**src/rtl/bw_edge_interp.sv**
```systemverilog
// Interpolates the threshold crossing between two spectrum bins into a
// fractional-bin edge using a restoring divider and one scale/add cycle.
module bw_edge_interp #(
  parameter int ACCUM_WIDTH     = 16,
  parameter int ACCUM_FRAC_BITS = 8,
  parameter int FREQ_BIN_WIDTH  = 9,
  parameter int THRESHOLD_DB    = 30,
  parameter int FRAC_BITS       = 8
) (
  input  logic                                clk_i,
  input  logic                                rst_ni,
  input  logic                                valid_i,
  input  logic                                edge_found_i,
  input  logic [FREQ_BIN_WIDTH-1:0]           f1_i,
  input  logic [FREQ_BIN_WIDTH-1:0]           f2_i,
  input  logic signed [ACCUM_WIDTH-1:0]       L1_i,
  input  logic signed [ACCUM_WIDTH-1:0]       L2_i,
  output logic [FREQ_BIN_WIDTH+FRAC_BITS-1:0] edge_o,
  output logic                                found_o,
  output logic                                err_o,
  output logic                                valid_o,
  output logic                                busy_o
);

  localparam int SW = ACCUM_WIDTH + 1;
  localparam int RW = ACCUM_WIDTH + 2;
  localparam int FW = FREQ_BIN_WIDTH;
  localparam int EW = FW + FRAC_BITS;
  localparam int CW = (FRAC_BITS > 1) ? $clog2(FRAC_BITS) : 1;
  localparam int TI = -(THRESHOLD_DB * (2 ** ACCUM_FRAC_BITS));
  localparam logic signed [SW-1:0] T_S = SW'(TI);

  typedef enum logic [1:0] {
    IDLE,
    DIVIDE,
    SCALE,
    DONE
  } state_t;

  state_t state_q, state_d;

  logic signed [SW-1:0] num, den;
  logic [FW-1:0]        f1_q, df_q;
  logic [RW-1:0]        rem_q, den_q;
  logic [RW-1:0]        rem_sh, rem_sub;
  logic                 rem_ge;
  logic [FRAC_BITS-1:0] q_q;
  logic [CW-1:0]        cnt_q;
  logic [EW-1:0]        edge_q, dg_edge, scaled;
  logic                 found_q, err_q;
  logic                 degen, dg_err;

  assign num = T_S - SW'(L1_i);
  assign den = SW'(L2_i) - SW'(L1_i);

  assign rem_sh  = {rem_q[RW-2:0], 1'b0};
  assign rem_ge  = rem_sh >= den_q;
  assign rem_sub = rem_sh - den_q;

  // q < 2^FRAC_BITS keeps q*df below df<<FRAC_BITS, so the sum fits EW
  assign scaled = {f1_q, {FRAC_BITS{1'b0}}}
                + EW'(q_q) * EW'(df_q);

  always_comb begin
    degen   = 1'b1;
    dg_err  = 1'b1;
    dg_edge = '0;
    if (!edge_found_i) begin
      dg_err = 1'b0;
    end else if (f2_i <= f1_i) begin
      dg_edge = {f1_i, {FRAC_BITS{1'b0}}};
    end else if (den[SW-1] || den == '0) begin
      dg_edge = {f2_i, {FRAC_BITS{1'b0}}};
    end else if (num[SW-1]) begin
      dg_edge = {f1_i, {FRAC_BITS{1'b0}}};
    end else if (num >= den) begin
      dg_edge = {f2_i, {FRAC_BITS{1'b0}}};
    end else begin
      degen  = 1'b0;
      dg_err = 1'b0;
    end
  end

  always_ff @(posedge clk_i or negedge rst_ni) begin
    if (!rst_ni) state_q <= IDLE;
    else         state_q <= state_d;
  end

  always_comb begin
    state_d = state_q;
    unique case (state_q)
      IDLE: begin
        if (valid_i) state_d = degen ? DONE : DIVIDE;
      end
      DIVIDE: begin
        if (cnt_q == '0) state_d = SCALE;
      end
      SCALE:   state_d = DONE;
      DONE:    state_d = IDLE;
      default: state_d = IDLE;
    endcase
  end

  always_comb begin
    valid_o = (state_q == DONE);
    busy_o  = (state_q == DIVIDE) || (state_q == SCALE);
  end

  always_ff @(posedge clk_i or negedge rst_ni) begin
    if (!rst_ni) begin
      f1_q    <= '0;
      df_q    <= '0;
      rem_q   <= '0;
      den_q   <= '0;
      q_q     <= '0;
      cnt_q   <= '0;
      edge_q  <= '0;
      found_q <= 1'b0;
      err_q   <= 1'b0;
    end else begin
      unique case (state_q)
        IDLE: begin
          if (valid_i) begin
            f1_q  <= f1_i;
            df_q  <= f2_i - f1_i;
            rem_q <= RW'($unsigned(num));
            den_q <= RW'($unsigned(den));
            q_q   <= '0;
            cnt_q <= CW'(FRAC_BITS - 1);
            if (degen) begin
              edge_q  <= dg_edge;
              err_q   <= dg_err;
              found_q <= edge_found_i;
            end
          end
        end
        DIVIDE: begin
          rem_q <= rem_ge ? rem_sub : rem_sh;
          q_q   <= {q_q[FRAC_BITS-2:0], rem_ge};
          cnt_q <= cnt_q - CW'(1);
        end
        SCALE: begin
          edge_q  <= scaled;
          found_q <= 1'b1;
          err_q   <= 1'b0;
        end
        default: ;
      endcase
    end
  end

  assign edge_o  = edge_q;
  assign found_o = found_q;
  assign err_o   = err_q;

endmodule

```
**config.mk**
```make
export PLATFORM = sky130hd
export DESIGN_NAME = bw_edge_interp
export DESIGN_NICKNAME = d
export VERILOG_FILES = /design/src/rtl/bw_edge_interp.sv
export SDC_FILE = /design/constraint.sdc
export NUM_CORES = 1
export LEC_CHECK = 0
export CELL_PAD_IN_SITES_DETAIL_PLACEMENT = 1
export CELL_PAD_IN_SITES_GLOBAL_PLACEMENT = 1
export CORE_ASPECT_RATIO = 0.75
export CORE_MARGIN = 3
export CORE_UTILIZATION = 49
export DETAILED_ROUTE_END_ITERATION = 10
export HOLD_SLACK_MARGIN = 0.15
export PLACE_DENSITY_LB_ADDON = 0.1
export RECOVER_POWER = 50
export SLEW_MARGIN = 20
export SYNTH_ARGS = -nofsm -noshare
export SYNTH_HDL_FRONTEND = slang
export SYNTH_SLANG_ARGS = --single-unit
export TNS_END_PERCENT = 1
```
**constraint.sdc**
```tcl
create_clock -name clk_i -period 11.6 [get_ports clk_i]
set_input_delay 2.32 -clock clk_i [delete_from_list [all_inputs] [get_ports clk_i]]
set_output_delay 2.32 -clock clk_i [all_outputs]
set_load 0.01 [all_outputs]
```
==> reports/qor.log <==
[status] outcome finished with violations
[status] violations in the final reports capacitance limit, slew limit
[critical_path] setup slack of the worst register-to-register path 6.40 ns
[timing] actual transition at the worst max-transition pin 3.501 ns
[critical_path] Crit Reg-Reg Startpoint q_q[6]
[logic_synthesis] Synth area leaders sky130_fd_sc_hd__dfrtp_1 (23%), sky130_fd_sc_hd__ha_1 (15%), sky130_fd_sc_hd__fa_1 (12%)
[placed_design] total instance count after detailed placement 1347
[critical_path] CP max stage delay 0.63 ns
[critical_path] slowest cell on the critical path sky130_fd_sc_hd__clkdlybuf4s50_1
[cells_and_area] ANT cells 0
[min_path] kind of path behind the tightest hold check reg -> reg
[grt] maximum number of pins on one net before global-route repair 69
[min_path] worst-case hold path end point cnt_q[0]
[cells_and_area] Final Net Count 1328
[clock_tree] Sinks on Clock Net 84
[timing] Achievable Freq 142.7 MHz
[flow_run] total of max-cap violations 1
[logic_synthesis] arithmetic-cell share of the synthesized area counting full adders, half adders and majority gates 26.53%
[timing] final setup skew 0.01164 ns
[logic_synthesis] largest family of logic cells by synthesized area adder cells
[logic_synthesis] top-area cell type share of the netlist area 23.49%
[critical_path] arrival time at the worst endpoint 7.25 ns
[clock_tree] Post-CTS Repair Setup Buffers 0
[logic_synthesis] synthesized flop and latch total 84
[logic_synthesis] multiplexer share of the synthesized area 0.5173%
[timing] final hold violations 0
[placed_design] HPWL after detailed placement 21960 um
[timing] total setup violations reported at the end of the flow 0
[drt] DR pass1 iterations 5
[timing] total count of max-transition violations in the final report 62
[placed_design] gpl congestion 0.8826
[logic_synthesis] Synth Net Count 1276
[logic_synthesis] number of library cell types mapped by synthesis 68
[floorplanning] die width 162.1 um
[cells_and_area] post-route non-filler standard cell count 1363
[power] Leakage 4.911 nW
[clock_tree] CTS tree built
[grt] number of antenna violations at the first check in global routing 1
[grt] global route total overflow 0
[logic_synthesis] dominant cell type by area after synthesis sky130_fd_sc_hd__dfrtp_1
[timing] post-route fraction of the period consumed by the critical path 60.42%
[cells_and_area] share of final-layout standard cells stronger than drive strength 1 3.033%
[cells_and_area] Area Overhead vs Synth 13.42%
[floorplanning] row count 42
[clock_tree] source-to-sink clock delay at the later pin of the worst-skew pair 0.35 ns
[logic_synthesis] synthesis warning total 0
[drt] mean number of vias per cell 5.764
[timing] worst slew slack as a fraction of its limit -133.4%
[logic_synthesis] syn_area_per_cell 8.411 um2
[critical_path] crit path max fanout 9
[critical_path] crit start category input pin
[logic_synthesis] post-synthesis sequential area ratio 23.49%
[drt] routed length per placed instance 20.27 um
[critical_path] critical-path cell list clkdlybuf4s50_1 > ha_1 > inv_1 > fa_1 > a211oi_1 > o21ai_1 > and2_1 > o221ai_1 > xnor2_1 > inv_1 > ha_1 > nand3_1 > nor2_1 > o311ai_0 > a31oi_1 > a2bb2oi_1 > nand2b_1 > a31oi_2 > a22oi_1 > o221ai_1
[clock_tree] clock slew at the register clock pins of the worst setup and hold paths 0.07 ns
[logic_synthesis] Mapped Cells 1064
[drt] DR DRC count 0
[clock_tree] root cell of the clock tree sky130_fd_sc_hd__clkbuf_16
[drt] vias post-DR 7856
[critical_path] Critical Path Sink Type flip-flop
[timing] RSZ-0062 raised after global routing false
[logic_synthesis] area of the mapped netlist 8950 um2
[placed_design] number of input and output port buffers inserted 74
[critical_path] CP startpoint L1_i[0]
[logic_synthesis] share of the synthesized area in compound gates (AO/OA/AOI/OAI) 17.64%
[clock_tree] number of resized instances in the post-cts repair step 0
[grt] global-route usage over all layers 28.35%
[floorplanning] core area 17760 um2
[grt] wire length of the first global-routing pass 44250 um
[critical_path] worst setup path class in -> reg
[floorplanning] I/O Pins 75
[drt] antenna violation net count after detailed routing 0
[drt] Starting DRT DRC Count 522
[logic_synthesis] Post-synth ARST share 100.0%
[clock_tree] Clock H-tree levels 3
[grt] via count of the first global-routing pass 8054
[logic_synthesis] Synth Flop Type sky130_fd_sc_hd__dfrtp_1
[logic_synthesis] Post-synth EDFFs 0
[floorplanning] die height 123.0 um
[cells_and_area] highest-count cells in the layout ignoring fill and taps sky130_fd_sc_hd__inv_1 (133), sky130_fd_sc_hd__nand2_1 (133), sky130_fd_sc_hd__ha_1 (105), sky130_fd_sc_hd__dfrtp_1 (84), sky130_fd_sc_hd__o21ai_0 (75)
[timing] post-route setup TNS 0 ns
[min_path] cell depth of the worst hold path 1
[critical_path] capture instance of the worst register-to-register path edge_o[14]
[critical_path] FF-to-FF path depth 17
[logic_synthesis] xor-xnor portion of the synthesized cell area 5.089%
[clock_tree] maximum root-to-sink buffer count 2
[power] worst-case vdd ir drop 0.1045 mV
[critical_path] required time at the endpoint of the critical path 11.84 ns
[clock_tree] number of CTS-inserted buffers 9
[timing] final critical path time including I/O delays and setup 7.009 ns
[min_path] worst min-delay path startpoint cnt_q[0]
[drt] final wirelength 27630 um
[clock_tree] number of buffers inserted for hold repair after clock tree synthesis 0
[floorplanning] area of the die 19940 um2
[floorplanning] starting utilization of the core area 50.39%
[power] power density over the cells 209.1 nW/um2
[logic_synthesis] simple-gate share of the synthesized area 19.05%
==> final cells by class <==
class,count,area (um2)
fill,2185,7611
multi-input combinational,808,6166
sequential,84,2102
timing repair buffer,80,775.7
inverter,133,499.2
tap,242,302.8
clock buffer,10,229.0
clock inverter,6,76.32
==> worst max path at each step <==
stage	end	slack (ns)	cells after the start
finish	edge_o[8]	4.59	20
global route	edge_o[8]	4.21	20
CTS	edge_o[8]	4.70	20
detailed placement	edge_o[12]	4.36	20
global placement	edge_o[10]	4.51	19
floorplan	edge_o[10]	5.75	22
==> flip-flops by register name, indices dropped and copies added, names as in the netlist <==
signal,count
cnt_q,3
found_o,1
err_o,1
den_q,17
f1_q,9
df_q,9
edge_o,17
rem_q,17
state_q,2
q_q,8
==> cells by family after synthesis <==
logic type | count (synthesis)
AOI/OAI and AO/OA | 244
xor gates and xnor gates | 52
adders and majority gates | 158
buffers and inverters | 172
DFF | 84
muxes | 4
and+or+nand+nor | 350
==> through the flow <==
step	worst slack, ns	power (mW)	cell area (um2)	util (%)	hold WS, ns
2_1_floorplan	5.748	1.395	8950	-	0.4396
5_1_grt	4.207	2.311	10150	57.15	0.5013
3_5_place_dp	4.364	1.796	9854	55.48	0.4700
6_report	4.591	2.122	10150	57.15	0.4826
3_3_place_gp	4.513	1.732	9854	55.48	0.4618
4_1_cts	4.697	2.121	10160	57.20	0.4802
==> layer usage <==
layer  track usage (%)  routed length, um  vias to the layer above
li1                  -                  -                     3717
met2             41.66              11790                      202
met4             4.688                302                        2
met5                 0                 13                        -
met3             5.660               1640                       31
met1             43.74              13890                     3904
==> worst max-delay path, delay by kind of cell <==
kind,cells,cell delay [ns]
fa+ha+maj,3,0.96
buf+inv,3,0.82
simple gates,4,0.56
compound gates,9,2.33
xor+xnor,1,0.26
==> synthesized netlist by cell type (17+ instances only) <==
cell type / count
sky130_fd_sc_hd__inv_1: 133
sky130_fd_sc_hd__nand2_1: 133
sky130_fd_sc_hd__ha_1: 105
sky130_fd_sc_hd__dfrtp_1: 84
sky130_fd_sc_hd__o21ai_0: 76
sky130_fd_sc_hd__nor2_1: 56
sky130_fd_sc_hd__fa_1: 53
sky130_fd_sc_hd__and2_1: 49
sky130_fd_sc_hd__a21oi_1: 41
sky130_fd_sc_hd__xnor2_1: 37
sky130_fd_sc_hd__clkbuf_1: 33
sky130_fd_sc_hd__nand3_1: 21
sky130_fd_sc_hd__nor3_1: 17
==> power by group <==
part	switching (mW)	internal (mW)	total [mW]	leakage [nW]
Sequential	0.134	0.409	0.543	1.06
Combinational	0.760	0.510	1.27	3.70
Clock	0.138	0.172	0.309	0.150
(Power assumes the default switching activity.)
==> RTL edit 1: new RTL, same settings <==
Change the parameter `FREQ_BIN_WIDTH` from 9 to 7.
--- a/src/rtl/bw_edge_interp.sv
+++ b/src/rtl/bw_edge_interp.sv
@@ -4,5 +4,5 @@
   parameter int ACCUM_WIDTH     = 16,
   parameter int ACCUM_FRAC_BITS = 8,
-  parameter int FREQ_BIN_WIDTH  = 9,
+  parameter int FREQ_BIN_WIDTH  = 7,
   parameter int THRESHOLD_DB    = 30,
   parameter int FRAC_BITS       = 8
Interface: changed (resized edge_o, f1_i and f2_i); port bits go from 75 to 69. No check against the original RTL was run, so the function may have changed too.
==> RTL edit 1 against the unedited design <==
Critical endpoint is now edge_o[4]$_DFFE_PN0P_. Setup slack lost 0.22 ns. First-iteration DRC count grew 2.3%. Area after synthesis shrank 7.5%. Die area shrank 7.2%. Power grew 11%. Critical path type unchanged. Sequential cell count shrank 6. Routed wire length shrank 7.0%. The run still ends with capacitance limit, slew limit left. Design area shrank 7.2%.
==> RTL edit 1: results (changes against the unedited design) <==
Power and ir drop:
- The total power per unit cell area was 250 nW/um2 (was 209 nW/um2).
- The switching share of total power is 0.488 (was 0.486).
- The combinational cell fraction of total power is 0.644 (was 0.598).
- The clock distribution power is 0.309 mW (about the same).
- The leakage dissipation came to 4.55 nW (was 4.91 nW).

Worst setup path:
- The maximum net fanout on the critical path is 17 (was 9).
- The peak per-stage delay on the critical path is 0.57 ns (was 0.63 ns).
- The worst reg2reg path depth is 16 (was 17).
- The termination of the worst setup path is edge_o[4]$_DFFE_PN0P_ (was edge_o[8]$_DFFE_PN0P_).
- The data arrival time at the worst-slack endpoint is 7.45 ns (was 7.25 ns).
- The kind of cell adding the most delay to the critical path is compound AO/OA/AOI/OAI gates (unchanged).
- The worst reg-to-reg setup slack is 6.44 ns (was 6.40 ns).
- The launch instance of the worst register-to-register path is q_q[1]$_DFFE_PN0P_ (was q_q[6]$_DFFE_PN0P_).

Synthesis:
- Dominant cells by area after synthesis: dfrtp_1, ha_1, fa_1 (unchanged).
- The number of library cell types mapped by synthesis is 61 (was 68).
- Leading post-synthesis cells by instance count: inv_1, nand2_1, ha_1 (unchanged).

Placement:
- The sum of net half-perimeters after detailed placement is 20500 um (was 22000 um).
- The routability congestion estimate from global placement is 0.887 (was 0.883).

Finish:
- The share of post-route cells with drive strength above 1 was 0.0407 (was 0.0303).
- The number of inverters outside the clock class in the layout is 119 (was 133).
- The relative area of non-clock buffer cells in the final design came to 0.0768 (was 0.0764).
- The sequential portion of the cell area came to 0.207 (about the same).
- The layout filler cell count is 1957 (was 2185).
- The final net count is 1215 (was 1328).
- The number of flip-flops and latches came to 78 (was 84).
- The number of non-clock buffers is 76 (was 80).
- The total number of multi-input combinational cells came to 743 (was 808).
- The antenna diode instance count is 0 (unchanged).
- The clock buffer instance count of the final layout was 10 (unchanged).
- The clock buffer and inverter area fraction after layout is 0.0332 (was 0.0301).

STA:
- The clock skew after layout is 0.00790 ns (was 0.0116 ns).
- The transition time at the pin with the least slew margin was 3.21 ns (was 3.50 ns).
- The final max-slew violation count is 116 (was 62).

Worst hold path:
- The start point of the worst hold path was den_q[6]$_DFFE_PN0P_ (was cnt_q[0]$_DFFE_PN0P_).

Run status:
- Run status: complete, but fails checks (unchanged).
- Failing checks: capacitance limit, slew limit (unchanged).

Global route:
- The overall global routing resource usage is 0.286 (was 0.283).
- The wire length of the first global-routing pass is 41700 um (was 44200 um).
- The via count of the first global-routing pass was 7460 (was 8054).
- The initial antenna violation count was 0 (was 1).
- The maximum number of pins on one net before global-route repair is 58 (was 69).

Die:
- The die boundary width was 156 um (was 162 um).

Job:
- The number of violations of the max-capacitance limit came to 2 (was 1).

Clock tree:
- The maximum number of buffers from clock root to sink was 2 (unchanged).
- The clock-pin transition on the worst setup and hold timing paths is approximately 0.060 ns.

Route:
- The total wirelength of the detailed-routed design is 25700 um (was 27600 um).
- The total vias in the final route is 7314 (was 7856).
- The initial detailed-routing violation count is 534 (was 522).
RTL edit 1: cell count changes after synthesis, moves of 9 or more:
cell,unedited run,this run
a22oi_1,13,3
and2_1,49,40
fa_1,53,38
inv_1,133,119
mux2i_1,2,15
nand2_1,133,106
nor2_1,56,47
o211ai_1,2,13
o21ai_1,11,1
RTL edit 1: cell families after synthesis:
family,Yosys count,synth area share
and+or+nand+nor,294,0.173
muxes,20,0.0249
xor gates and xnor gates,51,0.0540
adders and majority gates,138,0.243
buffers and inverters,156,0.0745
AOI/OAI and AO/OA,240,0.194
DFF,78,0.236
RTL edit 1: per-stage QoR:
| step | setup WS [ns] | instances | area, um2 | utilization |
|---|---|---|---|---|
| final | 4.37 | 1241 | 9420 | 0.579 |
| after global routing | 3.98 | 1241 | 9420 | 0.579 |
| after CTS | 4.45 | 1241 | 9430 | 0.580 |
| after detailed placement | 4.14 | 1226 | 9110 | 0.560 |
| after global placement | 4.34 | 1226 | 9110 | 0.560 |
| after floorplan | 5.49 | 977 | 8270 | - |
RTL edit 1: per-layer routing:
metal / vias to the layer above / global-route usage / wire, um
met5: - / 0 / 0
met4: 0 / 0.0419 / 208
met3: 20 / 0.0604 / 1790
met2: 238 / 0.387 / 10100
met1: 3581 / 0.467 / 13700
li1: 3475 / - / -
RTL edit 1: worst min path at each step:
stage                             to  slack, ns  cells past startpoint
2_1_floorplan  den_q[10]$_DFFE_PN0P_       0.45                      2
3_3_place_gp    den_q[9]$_DFFE_PN0P_       0.46                      2
3_5_place_dp    den_q[6]$_DFFE_PN0P_       0.47                      2
4_1_cts         den_q[6]$_DFFE_PN0P_       0.49                      2
5_1_grt        den_q[15]$_DFFE_PN0P_       0.52                      2
6_report        den_q[6]$_DFFE_PN0P_       0.48                      2
==> RTL edit 2: new RTL, same flow settings <==
Made on the original files. Re-encode `state_t` (4 states) as Gray code, 2 bits wide.
--- a/src/rtl/bw_edge_interp.sv
+++ b/src/rtl/bw_edge_interp.sv
@@ -32,8 +32,8 @@
 
   typedef enum logic [1:0] {
-    IDLE,
-    DIVIDE,
-    SCALE,
-    DONE
+    IDLE   = 2'b00,
+    DIVIDE = 2'b01,
+    SCALE  = 2'b11,
+    DONE   = 2'b10
   } state_t;
 
Function: no difference found for any inputs over 10 cycles, from zero or initial values and one cycle with rst_ni low; not proved beyond that.
==> RTL edit 2 against the unedited design <==
The run still ends with capacitance limit, slew limit left. Count of clock-buffer cells in the layout did not move. Clock power increased by 14%. Setup slack lost 0.069 ns. First-iteration DRC count is 3.1% lower. Design area is 2.4% higher. Utilization is 0.87 points higher. Sequential share of layout area fell by 0.49 points. Worst hold slack worse by 0.0040 ns. Area after synthesis rose by 1.8%. Routed wire length fell by 2.6%. Sequential cell count did not move. Critical endpoint is now edge_o[10]$_DFFE_PN0P_. Power shrank 26%.
==> RTL edit 2: results (changes against the unedited design) <==
Run status:
- Run status: complete, but fails checks (unchanged).
- Failing checks: capacitance limit, slew limit (unchanged).

Synthesis:
- The synthesized instance count is 1051 (was 1064).
- The number of library cell types mapped by synthesis is 75 (was 68).
- Leading post-synthesis cells by instance count: inv_1, nand2_1, ha_1 (unchanged).
- The register area share after synthesis is 0.231 (was 0.235).

Finish:
- The clock buffer and inverter area fraction after layout is 0.0344 (was 0.0301).
- The relative area of non-clock buffer cells in the final design came to 0.0746 (was 0.0764).
- The share of post-route cells with drive strength above 1 is 0.0415 (was 0.0303).
- The number of inverters outside the clock class in the layout was 139 (was 133).
- The final net count is 1311 (was 1328).
- The final instance area is 10400 um2 (was 10200 um2).
- The layout filler cell count is 2118 (was 2185).
- The area of the multi-input gates came to 6340 um2 (was 6170 um2).
- The sequential portion of the cell area was 0.202 (was 0.207).

Power and ir drop:
- The worst ir drop on vdd came to 119 uV (was 105 uV).
- The power dissipated in combinational cells is 0.775 mW (was 1.27 mW).
- The leakage dissipation came to 5.16 nW (was 4.91 nW).
- The total power per unit cell area is 151 nW/um2 (was 209 nW/um2).
- The share of total power in the clock network is 0.225 (was 0.146).
- The total net switching power is 0.669 mW (was 1.03 mW).

Global route:
- The overall global routing resource usage is 0.272 (was 0.283).
- The maximum number of pins on one net before global-route repair is 103 (was 69).
- The via count of the first global-routing pass is 8003 (was 8054).
- The initial antenna violation count came to 0 (was 1).

Die:
- The well tap count was 242 (unchanged).

Route:
- The total vias in the final route was 7849 (was 7856).
- The initial detailed-routing violation count is 506 (was 522).
- The final routed wire length divided by cell count is 19.9 um (was 20.3 um).
- The vias per cell was 5.81 (was 5.76).

Placement:
- The total cell area at the placement stage came to 10000 um2 (was 9850 um2).
- The sum of net half-perimeters after detailed placement was 21600 um (was 22000 um).
- The routability congestion estimate from global placement was 0.853 (was 0.883).

STA:
- The transition time at the pin with the least slew margin was 3.41 ns (was 3.50 ns).
- The least setup slack across all paths after layout is 4.52 ns (was 4.59 ns).
- The clock skew after layout was 0.00979 ns (was 0.0116 ns).
- The final max-slew violation count is 60 (was 62).
- The worst hold slack after final layout came to 0.479 ns (was 0.483 ns).

Worst hold path:
- The start point of the worst hold path is den_q[11]$_DFFE_PN0P_ (was cnt_q[0]$_DFFE_PN0P_).
- The worst hold path cell count is 2 (was 1).
- The worst hold path endpoint is den_q[11]$_DFFE_PN0P_ (was cnt_q[0]$_DFFE_PN0P_).

Worst setup path:
- The termination of the worst setup path is edge_o[10]$_DFFE_PN0P_ (was edge_o[8]$_DFFE_PN0P_).
- The end of the worst register-to-register path is edge_o[16]$_DFFE_PN0P_ (was edge_o[14]$_DFFE_PN0P_).
- The worst reg2reg path depth is 18 (was 17).
- The peak per-stage delay on the critical path is 0.61 ns (was 0.63 ns).
- The critical path startpoint is L1_i[4] (was L1_i[0]).
- The slowest cell on the critical path is nor2_4 (was clkdlybuf4s50_1).

Job:
- The number of violations of the max-capacitance limit is 1 (unchanged).
==> RTL edit 2: cell types whose count changed after synthesis, moves of 9 or more <==
cell / change
nor2_1: -13
o21ai_0: -18
nand2_1: -18
mux2i_1: +20
a22oi_1: -11
o211ai_1: +13
a222oi_1: +9
==> RTL edit 2: kinds of logic (layout without fill, tap and decap cells) <==
group	after synthesis	count (layout)	synth area share
AOI/OAI and AO/OA	236	236	0.185
xor gates and xnor gates	57	57	0.0556
adders and majority gates	154	154	0.255
buffers and inverters	178	235	0.0753
DFF	84	84	0.231
muxes	25	25	0.0279
and+or+nand+nor	317	317	0.170
==> RTL edit 2: metal layers <==
metal / track usage / part of all wire
met1: 0.434 / 0.52
met4: 0.0454 / 0.0085
met3: 0.0339 / 0.053
met2: 0.397 / 0.42
met5: 0 / 0
==> RTL edit 2: tightest hold or removal path: cells and delay by family, from the launching register on <==
| family | cells | cell delay (ns) |
|---|---|---|
| flops | 1 | 0.34 |
| compound gates | 1 | 0.06 |
| simple gates | 1 | 0.05 |
